--- config.mk ---
export PLATFORM = sky130hd
export DESIGN_NAME = pipeline_hazard_ctrl_flat
export DESIGN_NICKNAME = d
export VERILOG_FILES = /design/src/rtl/pipeline_hazard_ctrl_pkg.sv /design/src/rtl/pipeline_hazard_ctrl_if.sv /design/src/rtl/hazard_fwd_sel.sv /design/src/rtl/pipeline_hazard_ctrl.sv /design/src/flat_wrapper.sv
export SDC_FILE = /design/constraint.sdc
export NUM_CORES = 1
export LEC_CHECK = 0
export BUFFER_PORTS_ARGS = -buffer_cell sky130_fd_sc_hd__buf_2
export CELL_PAD_IN_SITES_DETAIL_PLACEMENT = 1
export CELL_PAD_IN_SITES_GLOBAL_PLACEMENT = 1
export CORE_MARGIN = 8
export CORE_UTILIZATION = 26
export CTS_CLUSTER_DIAMETER = 80
export DETAILED_ROUTE_END_ITERATION = 7
export PLACE_DENSITY_LB_ADDON = 0.1
export SYNTH_ARGS = -nofsm -noshare
export SYNTH_HDL_FRONTEND = slang
export SYNTH_SLANG_ARGS = --single-unit
--- constraint.sdc ---
create_clock -name clk -period 3.1 [get_ports clk]
set_input_delay 0.155 -clock clk [delete_from_list [all_inputs] [get_ports clk]]
set_output_delay 0.155 -clock clk [all_outputs]
set_load 0.05 [all_outputs]
--- src/rtl/pipeline_hazard_ctrl_pkg.sv ---
// Shared encodings for the pipeline hazard controller:
// forward-select codes and memory-wait FSM states.
package pipeline_pkg;

  localparam logic [1:0] FWD_NONE = 2'b00;
  localparam logic [1:0] FWD_W    = 2'b01;
  localparam logic [1:0] FWD_M    = 2'b10;

  typedef enum logic {
    IDLE = 1'b0,
    WAIT = 1'b1
  } mem_state_e;

endpackage

--- src/rtl/pipeline_hazard_ctrl_if.sv ---
// Hazard-controller bundle: pipeline status in, stall/flush/forward out.
// master = pipeline side, slave = hazard controller.
interface pipeline_hazard_ctrl_if #(
  parameter int REG_AW  = 5,
  parameter int NUM_SRC = 2,
  parameter int CNT_W   = 32
);

  logic [NUM_SRC*REG_AW-1:0] rs_d;
  logic [NUM_SRC*REG_AW-1:0] rs_e;
  logic [REG_AW-1:0]         rd_e;
  logic [REG_AW-1:0]         rd_m;
  logic [REG_AW-1:0]         rd_w;
  logic                      regwrite_m;
  logic                      regwrite_w;
  logic                      load_e;
  logic                      pcsrc_e;
  logic                      mem_req_m;
  logic                      mem_ack_m;

  logic [NUM_SRC*2-1:0]      forward_e;
  logic                      stall_f;
  logic                      stall_d;
  logic                      stall_e;
  logic                      stall_m;
  logic                      flush_d;
  logic                      flush_e;
  logic                      flush_w;
  logic                      mem_err;
  logic [CNT_W-1:0]          stall_cnt;
  logic [CNT_W-1:0]          flush_cnt;
  logic [CNT_W-1:0]          memwait_cnt;

  modport master (
    output rs_d, rs_e, rd_e, rd_m, rd_w,
    output regwrite_m, regwrite_w,
    output load_e, pcsrc_e,
    output mem_req_m, mem_ack_m,
    input  forward_e,
    input  stall_f, stall_d, stall_e, stall_m,
    input  flush_d, flush_e, flush_w,
    input  mem_err,
    input  stall_cnt, flush_cnt, memwait_cnt
  );

  modport slave (
    input  rs_d, rs_e, rd_e, rd_m, rd_w,
    input  regwrite_m, regwrite_w,
    input  load_e, pcsrc_e,
    input  mem_req_m, mem_ack_m,
    output forward_e,
    output stall_f, stall_d, stall_e, stall_m,
    output flush_d, flush_e, flush_w,
    output mem_err,
    output stall_cnt, flush_cnt, memwait_cnt
  );

endinterface

--- src/rtl/hazard_fwd_sel.sv ---
// Forward select for one E-stage source operand.
// M-stage result wins over W; x0 is never forwarded.
module hazard_fwd_sel
  import pipeline_pkg::*;
#(
  parameter int REG_AW = 5
) (
  input  logic [REG_AW-1:0] rs,
  input  logic [REG_AW-1:0] rd_m,
  input  logic [REG_AW-1:0] rd_w,
  input  logic              regwrite_m,
  input  logic              regwrite_w,
  output logic [1:0]        sel
);

  logic m_hit;
  logic w_hit;

  assign m_hit = regwrite_m && (rd_m != '0) && (rd_m == rs);
  assign w_hit = regwrite_w && (rd_w != '0) && (rd_w == rs);

  always_comb begin
    sel = FWD_NONE;
    if (m_hit) begin
      sel = FWD_M;
    end else if (w_hit) begin
      sel = FWD_W;
    end
  end

endmodule

--- src/rtl/pipeline_hazard_ctrl.sv ---
// Hazard unit: forwarding, load-use/branch control, memory-wait FSM.
// Define HAZARD_PERF_EN to build the saturating performance counters.
module pipeline_hazard_ctrl
  import pipeline_pkg::*;
#(
  parameter int REG_AW  = 5,
  parameter int NUM_SRC = 2,
  parameter int TIMEOUT = 255,
  parameter int CNT_W   = 32
) (
  input  logic                  clk,
  input  logic                  rst,
  pipeline_hazard_ctrl_if.slave hz
);

  localparam int WCW = (TIMEOUT < 1) ? 1 : $clog2(TIMEOUT + 1);

  mem_state_e           state;
  mem_state_e           state_nx;
  logic [WCW-1:0]       wcnt;
  logic                 timeout;
  logic                 mem_busy;
  logic                 lu_hit;
  logic [NUM_SRC-1:0]   rs_hit;
  logic [NUM_SRC*2-1:0] fwd;

  logic sf, sd, se, sm;
  logic fd, fe, fw;

  for (genvar i = 0; i < NUM_SRC; i++) begin : g_slot
    hazard_fwd_sel #(
      .REG_AW(REG_AW)
    ) u_sel (
      .rs        (hz.rs_e[i*REG_AW +: REG_AW]),
      .rd_m      (hz.rd_m),
      .rd_w      (hz.rd_w),
      .regwrite_m(hz.regwrite_m),
      .regwrite_w(hz.regwrite_w),
      .sel       (fwd[i*2 +: 2])
    );
    assign rs_hit[i] = (hz.rs_d[i*REG_AW +: REG_AW] == hz.rd_e);
  end

  assign lu_hit = hz.load_e && (hz.rd_e != '0) && (|rs_hit);

  assign timeout  = (state == WAIT) && (wcnt == WCW'(TIMEOUT));
  assign mem_busy = ((state == IDLE) && hz.mem_req_m && !hz.mem_ack_m) ||
                    ((state == WAIT) && !hz.mem_ack_m && !timeout);

  always_ff @(posedge clk or negedge rst) begin
    if (!rst) begin
      state <= IDLE;
      wcnt  <= '0;
    end else begin
      state <= state_nx;
      if ((state == WAIT) && (state_nx == WAIT)) begin
        wcnt <= wcnt + WCW'(1);
      end else begin
        wcnt <= '0;
      end
    end
  end

  always_comb begin
    state_nx = state;
    unique case (state)
      IDLE: if (hz.mem_req_m && !hz.mem_ack_m) state_nx = WAIT;
      WAIT: if (hz.mem_ack_m || timeout) state_nx = IDLE;
    endcase
  end

  // A pending memory access freezes the whole pipe and masks branch/load-use.
  always_comb begin
    sf = 1'b0;
    sd = 1'b0;
    se = 1'b0;
    sm = 1'b0;
    fd = 1'b0;
    fe = 1'b0;
    fw = 1'b0;
    if (mem_busy) begin
      sf = 1'b1;
      sd = 1'b1;
      se = 1'b1;
      sm = 1'b1;
      fw = 1'b1;
    end else begin
      fd = hz.pcsrc_e;
      fe = hz.pcsrc_e || lu_hit;
      sf = lu_hit && !hz.pcsrc_e;
      sd = lu_hit && !hz.pcsrc_e;
    end
  end

  assign hz.forward_e = rst ? fwd : '0;
  assign hz.stall_f   = rst && sf;
  assign hz.stall_d   = rst && sd;
  assign hz.stall_e   = rst && se;
  assign hz.stall_m   = rst && sm;
  assign hz.flush_d   = rst && fd;
  assign hz.flush_e   = rst && fe;
  assign hz.flush_w   = rst && fw;
  assign hz.mem_err   = rst && timeout && !hz.mem_ack_m;

`ifdef HAZARD_PERF_EN
  logic [CNT_W-1:0] stall_q;
  logic [CNT_W-1:0] flush_q;
  logic [CNT_W-1:0] memwait_q;

  always_ff @(posedge clk or negedge rst) begin
    if (!rst) begin
      stall_q   <= '0;
      flush_q   <= '0;
      memwait_q <= '0;
    end else begin
      if (sf && !(&stall_q)) stall_q <= stall_q + CNT_W'(1);
      if (fd && !(&flush_q)) flush_q <= flush_q + CNT_W'(1);
      if (mem_busy && !(&memwait_q)) memwait_q <= memwait_q + CNT_W'(1);
    end
  end

  assign hz.stall_cnt   = stall_q;
  assign hz.flush_cnt   = flush_q;
  assign hz.memwait_cnt = memwait_q;
`else
  assign hz.stall_cnt   = CNT_W'(0);
  assign hz.flush_cnt   = CNT_W'(0);
  assign hz.memwait_cnt = CNT_W'(0);
`endif

endmodule

--- src/flat_wrapper.sv ---
// flat-port wrapper written by rule: the top's interface ports become plain ports
module pipeline_hazard_ctrl_flat import pipeline_pkg::*;
#(
  parameter int REG_AW  = 5,
  parameter int NUM_SRC = 2,
  parameter int TIMEOUT = 255,
  parameter int CNT_W   = 32
)
  (clk, rst, hz_rs_d, hz_rs_e, hz_rd_e, hz_rd_m, hz_rd_w, hz_regwrite_m, hz_regwrite_w, hz_load_e, hz_pcsrc_e, hz_mem_req_m, hz_mem_ack_m, hz_forward_e, hz_stall_f, hz_stall_d, hz_stall_e, hz_stall_m, hz_flush_d, hz_flush_e, hz_flush_w, hz_mem_err, hz_stall_cnt, hz_flush_cnt, hz_memwait_cnt);
  pipeline_hazard_ctrl_if #(.REG_AW(REG_AW), .NUM_SRC(NUM_SRC), .CNT_W(CNT_W)) hz_i ();
  input  logic clk;
  input  logic rst;
  input wire logic [$bits(hz_i.rs_d)-1:0] hz_rs_d;
  input wire logic [$bits(hz_i.rs_e)-1:0] hz_rs_e;
  input wire logic [$bits(hz_i.rd_e)-1:0] hz_rd_e;
  input wire logic [$bits(hz_i.rd_m)-1:0] hz_rd_m;
  input wire logic [$bits(hz_i.rd_w)-1:0] hz_rd_w;
  input wire logic [$bits(hz_i.regwrite_m)-1:0] hz_regwrite_m;
  input wire logic [$bits(hz_i.regwrite_w)-1:0] hz_regwrite_w;
  input wire logic [$bits(hz_i.load_e)-1:0] hz_load_e;
  input wire logic [$bits(hz_i.pcsrc_e)-1:0] hz_pcsrc_e;
  input wire logic [$bits(hz_i.mem_req_m)-1:0] hz_mem_req_m;
  input wire logic [$bits(hz_i.mem_ack_m)-1:0] hz_mem_ack_m;
  output wire logic [$bits(hz_i.forward_e)-1:0] hz_forward_e;
  output wire logic [$bits(hz_i.stall_f)-1:0] hz_stall_f;
  output wire logic [$bits(hz_i.stall_d)-1:0] hz_stall_d;
  output wire logic [$bits(hz_i.stall_e)-1:0] hz_stall_e;
  output wire logic [$bits(hz_i.stall_m)-1:0] hz_stall_m;
  output wire logic [$bits(hz_i.flush_d)-1:0] hz_flush_d;
  output wire logic [$bits(hz_i.flush_e)-1:0] hz_flush_e;
  output wire logic [$bits(hz_i.flush_w)-1:0] hz_flush_w;
  output wire logic [$bits(hz_i.mem_err)-1:0] hz_mem_err;
  output wire logic [$bits(hz_i.stall_cnt)-1:0] hz_stall_cnt;
  output wire logic [$bits(hz_i.flush_cnt)-1:0] hz_flush_cnt;
  output wire logic [$bits(hz_i.memwait_cnt)-1:0] hz_memwait_cnt;
  assign hz_i.rs_d = hz_rs_d;
  assign hz_i.rs_e = hz_rs_e;
  assign hz_i.rd_e = hz_rd_e;
  assign hz_i.rd_m = hz_rd_m;
  assign hz_i.rd_w = hz_rd_w;
  assign hz_i.regwrite_m = hz_regwrite_m;
  assign hz_i.regwrite_w = hz_regwrite_w;
  assign hz_i.load_e = hz_load_e;
  assign hz_i.pcsrc_e = hz_pcsrc_e;
  assign hz_i.mem_req_m = hz_mem_req_m;
  assign hz_i.mem_ack_m = hz_mem_ack_m;
  assign hz_forward_e = hz_i.forward_e;
  assign hz_stall_f = hz_i.stall_f;
  assign hz_stall_d = hz_i.stall_d;
  assign hz_stall_e = hz_i.stall_e;
  assign hz_stall_m = hz_i.stall_m;
  assign hz_flush_d = hz_i.flush_d;
  assign hz_flush_e = hz_i.flush_e;
  assign hz_flush_w = hz_i.flush_w;
  assign hz_mem_err = hz_i.mem_err;
  assign hz_stall_cnt = hz_i.stall_cnt;
  assign hz_flush_cnt = hz_i.flush_cnt;
  assign hz_memwait_cnt = hz_i.memwait_cnt;
  pipeline_hazard_ctrl #(.REG_AW(REG_AW), .NUM_SRC(NUM_SRC), .TIMEOUT(TIMEOUT), .CNT_W(CNT_W)) u_core (.clk(clk), .rst(rst), .hz(hz_i));
endmodule
* Word-level counts from Yosys, hierarchy flattened *
Index checks and enable logic that the tools add are counted.

word-level totals
  register bits = 9
  bits in latches = 0
  bits in writable memories = 0
  ROM bits = 0
  input bits = 43
  output and inout bits = 108
  memories = 0

operators by class
  $add $sub $neg = 1
  $mul = 0
  divide/modulo/power cells = 0
  magnitude comparators = 0
  equal/unequal tests = 7
  shift-type cells = 0
  mux-type cells = 13
  bitwise operators = 1
  reductions and logical operators = 32

operator list
  cell                                         number
  == test 5 bit                                6
  logical AND 1 bit                            22
  nonzero test 5 bit                           3
  adder 8 x 1 -> 8 bit, second input constant  1
  == test 8 bit, second input constant         1
  two-way mux 1 bit                            8
  two-way mux 8 bit                            1
  two-way mux 2 bit                            2
  two-way mux 4 bit                            1
  logical NOT 1 bit                            3
  logical OR 1 bit                             3
  one-hot mux 1 bit (2 select lines)           1
  OR reduction 2 bit                           1
  NOT 1 bit                                    1

* Depth between registers and ports, before layout *
  depth after elaboration = 7
  depth in mapped cells = 6
  gate-level depth less buffers = 5

* Hierarchy *
A second synthesis with hierarchy kept.

unflattened totals
  cell total of the unflattened synthesis = 212
  area total of the unflattened synthesis = 1690.4 um2

by module, submodules not included
  module                times used  cells an instance  area each (um2)  seq. area each (um2)
  pipeline_hazard_ctrl  1           170                1372.6           225.2
  hazard_fwd_sel        2           21                 158.9            0.0

* Worst setup path before layout *
OpenSTA, ideal clock, no wires.

  path kind = input -> output
  start = input hz_rd_e[3]
  end = output hz_stall_f
  arrival time = 2.239 ns
  data required time = 2.945 ns
  slack = 0.706 ns
  stages = 5
  path buffers = 1
  cell sequence = xor2_1 > nor3_1 > a22oi_1 > o31ai_1 > buf_4

between the ends
  cells in the longest elaborated chain, start to end = 6

RTL lines
  what                                                     line                                                    source
  from (decl)                                              flat_wrapper.sv:15                                      input wire logic [$bits(hz_i.rd_e)-1:0] hz_rd_e;
  == test 5 bit or nonzero test 5 bit (tied branches)      pipeline_hazard_ctrl.sv:41, pipeline_hazard_ctrl.sv:44
  OR reduction 2 bit or logical AND 1 bit (tied branches)  pipeline_hazard_ctrl.sv:44                              assign lu_hit = hz.load_e && (hz.rd_e != '0) && (|rs_hit);
  logical AND 1 bit *                                      pipeline_hazard_ctrl.sv:44
  logical AND 1 bit *                                      -
  two-way mux 1 bit *                                      -
  logical AND 1 bit *                                      -
  to (decl)                                                flat_wrapper.sv:25                                      output wire logic [$bits(hz_i.stall_f)-1:0] hz_stall_f;

Every way passes the cells marked *; elsewhere a longest branch is shown, timed or not.

* Worst setup path in the final report *
  start = input rst
  end = output hz_forward_e[2]

between the ends
  cells in the longest elaborated chain, start to end = 1

RTL lines
  what               line                        source
  from (decl)        flat_wrapper.sv:12          input logic rst;
  two-way mux 4 bit  pipeline_hazard_ctrl.sv:95  assign hz.forward_e = rst ? fwd : '0;
  to (decl)          flat_wrapper.sv:24          output wire logic [$bits(hz_i.forward_e)-1:0] hz_forward_e;

Every way passes these cells.

==> metrics.yaml <==
critical_path:
  critPathRequiredTime_ns: 2.94
  r2r_start: "u_core.wcnt[0]"
  rrSetupSlack_ns: 1.66
  endpoint_kind: "primary output"
  reg2reg_depth: 4
  timing.rr.end: "u_core.wcnt[3]"
  crit_fanout: 16
  critPathKind: "input port to primary output"
  cp.arrival_ns: 2.21
  start_kind: "input port"
final_layout:
  layout.cells.non_filler: 329
  diodes: 0
  mostFrequentLayoutCells: "conb_1 (96), buf_2 (54), xor2_1 (27)"
  fin_area_um2: 1648
  layout-drive-gt1-share: 0.2441
  finalNetCount: 299
  syn_to_final_growth_pct: 2.252
  final_common_cell: "conb_1"
power:
  pwr-share-comb: 0.592
  power.leakage_nw: 0.9212
  p_total_mw: 0.6405
  switching_share: 0.5931
  power.density_nw_per_um2: 388.7
  clkPwrFrac: 0.218
  p_seq_frac: 0.190
  worst_ir_drop_vdd_mv: 0.1587
  p_sw_mw: 0.3799
  p_int_mw: 0.2606
synthesis:
  yosys_register_bits: 9
  syn_area_um2: 1612
  synth_cells: 199
  syn_area_per_cell_um2: 8.098
  synth_cell_types: 29
  synth_top_area_cell: "buf_4"
  synth.area.top_cells: "buf_4 (46%), xor2_1 (15%), dfrtp_1 (14%), xnor2_1 (4.9%), nor2_1 (2.8%)"
  seq_area_frac_synth: 0.1398
  yosys_warnings: 0
  synth_top_area_share: 0.4612
grt:
  grt_max_degree: 17
  grt.total_usage: 0.08689
  overflow: 0
  antenna_found_initial: 0
  grt_pass1_vias: 1322
  grt_pass1_wl_mm: 6.279
floorplanning:
  die_h_um: 94.73
  dieArea_um2: 8974
  fp.coreArea_um2: 5956
  std_cell_rows: 28
  initial_core_util: 0.2706
  io_pins: 151
  die_w_um: 94.73
detailed_routing:
  drt_iter0_markers: 13
  ant_nets: 0
  first_pass_iters: 3
  drt_wl_total_mm: 4.238
  via_per_inst: 3.526
  vias: 1160
  wl_per_cell_um: 12.88
  drc: 0
timing:
  fin_crit_sh: 0.7629
  finalHoldViolations: 0
  fin_worst_skew_ns: 0.0009401
  maxSlewViolCount: 0
  holdWs_ns: 0.1298
  setup_tns_ns: 0
  fmax_mhz: 422.8
  rsz0062_at_grt: "false"
  finalCriticalPeriod_ns: 2.365
  setup_viol: 0
worst_hold_path:
  worstHoldStart: "hz_mem_ack_m"
  whs_endpoint: "u_core.state"
  hold_depth: 2
  hold_class: "input port to register"
clock_tree:
  post_cts_resized: 0
  clk_pin_slew_ns: 0.04
  cts_root_buf: "clkbuf_8"
  cts_buffers: 3
  clock-sinks: 9
  cts_buffer_depth: 2
  cts-htree-levels: 1
  clk-insertion-delay-late_ns: 0.24
  cts_tree: "built"
status:
  status: "finished, final reports clean"
placed_design:
  place.gp.congestion: 0.7430
  dp.cells: 324
  hpwlAfterDp_mm: 3.824
  post_dp_cell_area_um2: 1593
  port_buffers: 54
flow_run:
  maxCapViolCount: 0
power groups by stage:
stage	Sequential [mW]	Clock (mW)	Combinational, mW
global route	0.122	0.150	0.398
detailed placement	0.124	0	0.373
global placement	0.123	0	0.374
finish	0.122	0.139	0.379
floorplan	0.123	0	0.414
CTS	0.122	0.146	0.375
worst max-delay path by stage:
| stage | from | endpoint | slack [ns] |
|---|---|---|---|
| 5_1_grt | rst | hz_forward_e[2] | 0.62 |
| 6_report | rst | hz_forward_e[2] | 0.74 |
| 3_3_place_gp | u_core.wcnt[0] | hz_stall_d | 1.19 |
| 4_1_cts | rst | hz_forward_e[2] | 0.72 |
| 2_1_floorplan | hz_rd_e[3] | hz_stall_f | 0.71 |
| 3_5_place_dp | u_core.wcnt[0] | hz_stall_d | 1.13 |
per-stage QoR:
| step | setup slack [ns] | util |
|---|---|---|
| after floorplan | 0.7058 | - |
| after global placement | 1.190 | 0.2674 |
| after detailed placement | 1.131 | 0.2674 |
| after CTS | 0.7177 | 0.2767 |
| after global routing | 0.6178 | 0.2767 |
| final | 0.7351 | 0.2767 |
cells in the mapped netlist, drive strengths merged:
library cell,number
and2,2
conb,1
inv,2
nor3,4
and4,3
ha,1
nand2,3
and4b,1
buf,99
o211ai,2
and3,1
o22ai,1
nor2,12
clkbuf,1
or4,4
o31ai,1
nor4,3
or2,2
a211oi,1
nand3,6
xnor2,9
xor2,27
a22oi,1
o21ai,1
nand2b,1
nand4,1
dfrtp,9
layer usage:
metal,vias to the layer above,global-route usage,wire length (um)
li1,560,-,-
met1,527,0.09515,1523
met2,68,0.1616,2314
met3,5,0.01905,356
met4,0,0.02731,44
met5,-,0,0
what timing repair did:
action                     in CTS  in global routing
hold endpoints to repair        9                  0
hold buffers                    1                  0
setup buffers                   0                  0
setup endpoints to repair       0                  0
flip-flops by register name, indices dropped and copies added (netlist names):
name and cells:
u_core.state 1, u_core.wcnt 8
cells by family after synthesis:
logic type | synth area share
buffers and inverters | 0.4682
adders and majority gates | 0.007763
xor gates and xnor gates | 0.1957
AOI/OAI and AO/OA | 0.03572
other | 0.002327
DFF | 0.1398
and+or+nand+nor | 0.1506
final cells by class:
type | instances | area (um^2)
clock buffers | 4 | 45.04
flip-flops and latches | 9 | 225.2
multi-input cells | 183 | 988.4
inverters | 2 | 7.507
fillers | 782 | 4308
repair buffers | 56 | 287.8
well taps | 75 | 93.84
worst max-delay path, cell delays in order:
cell and delay, ns:
dlygate4sd3_1 0.52, buf_2 0.09, buf_4 0.21, o211ai_1 0.16, or4_1 0.60, nor4_2 0.16
buf_2 0.31
Power figures use the tool's default switching activity.
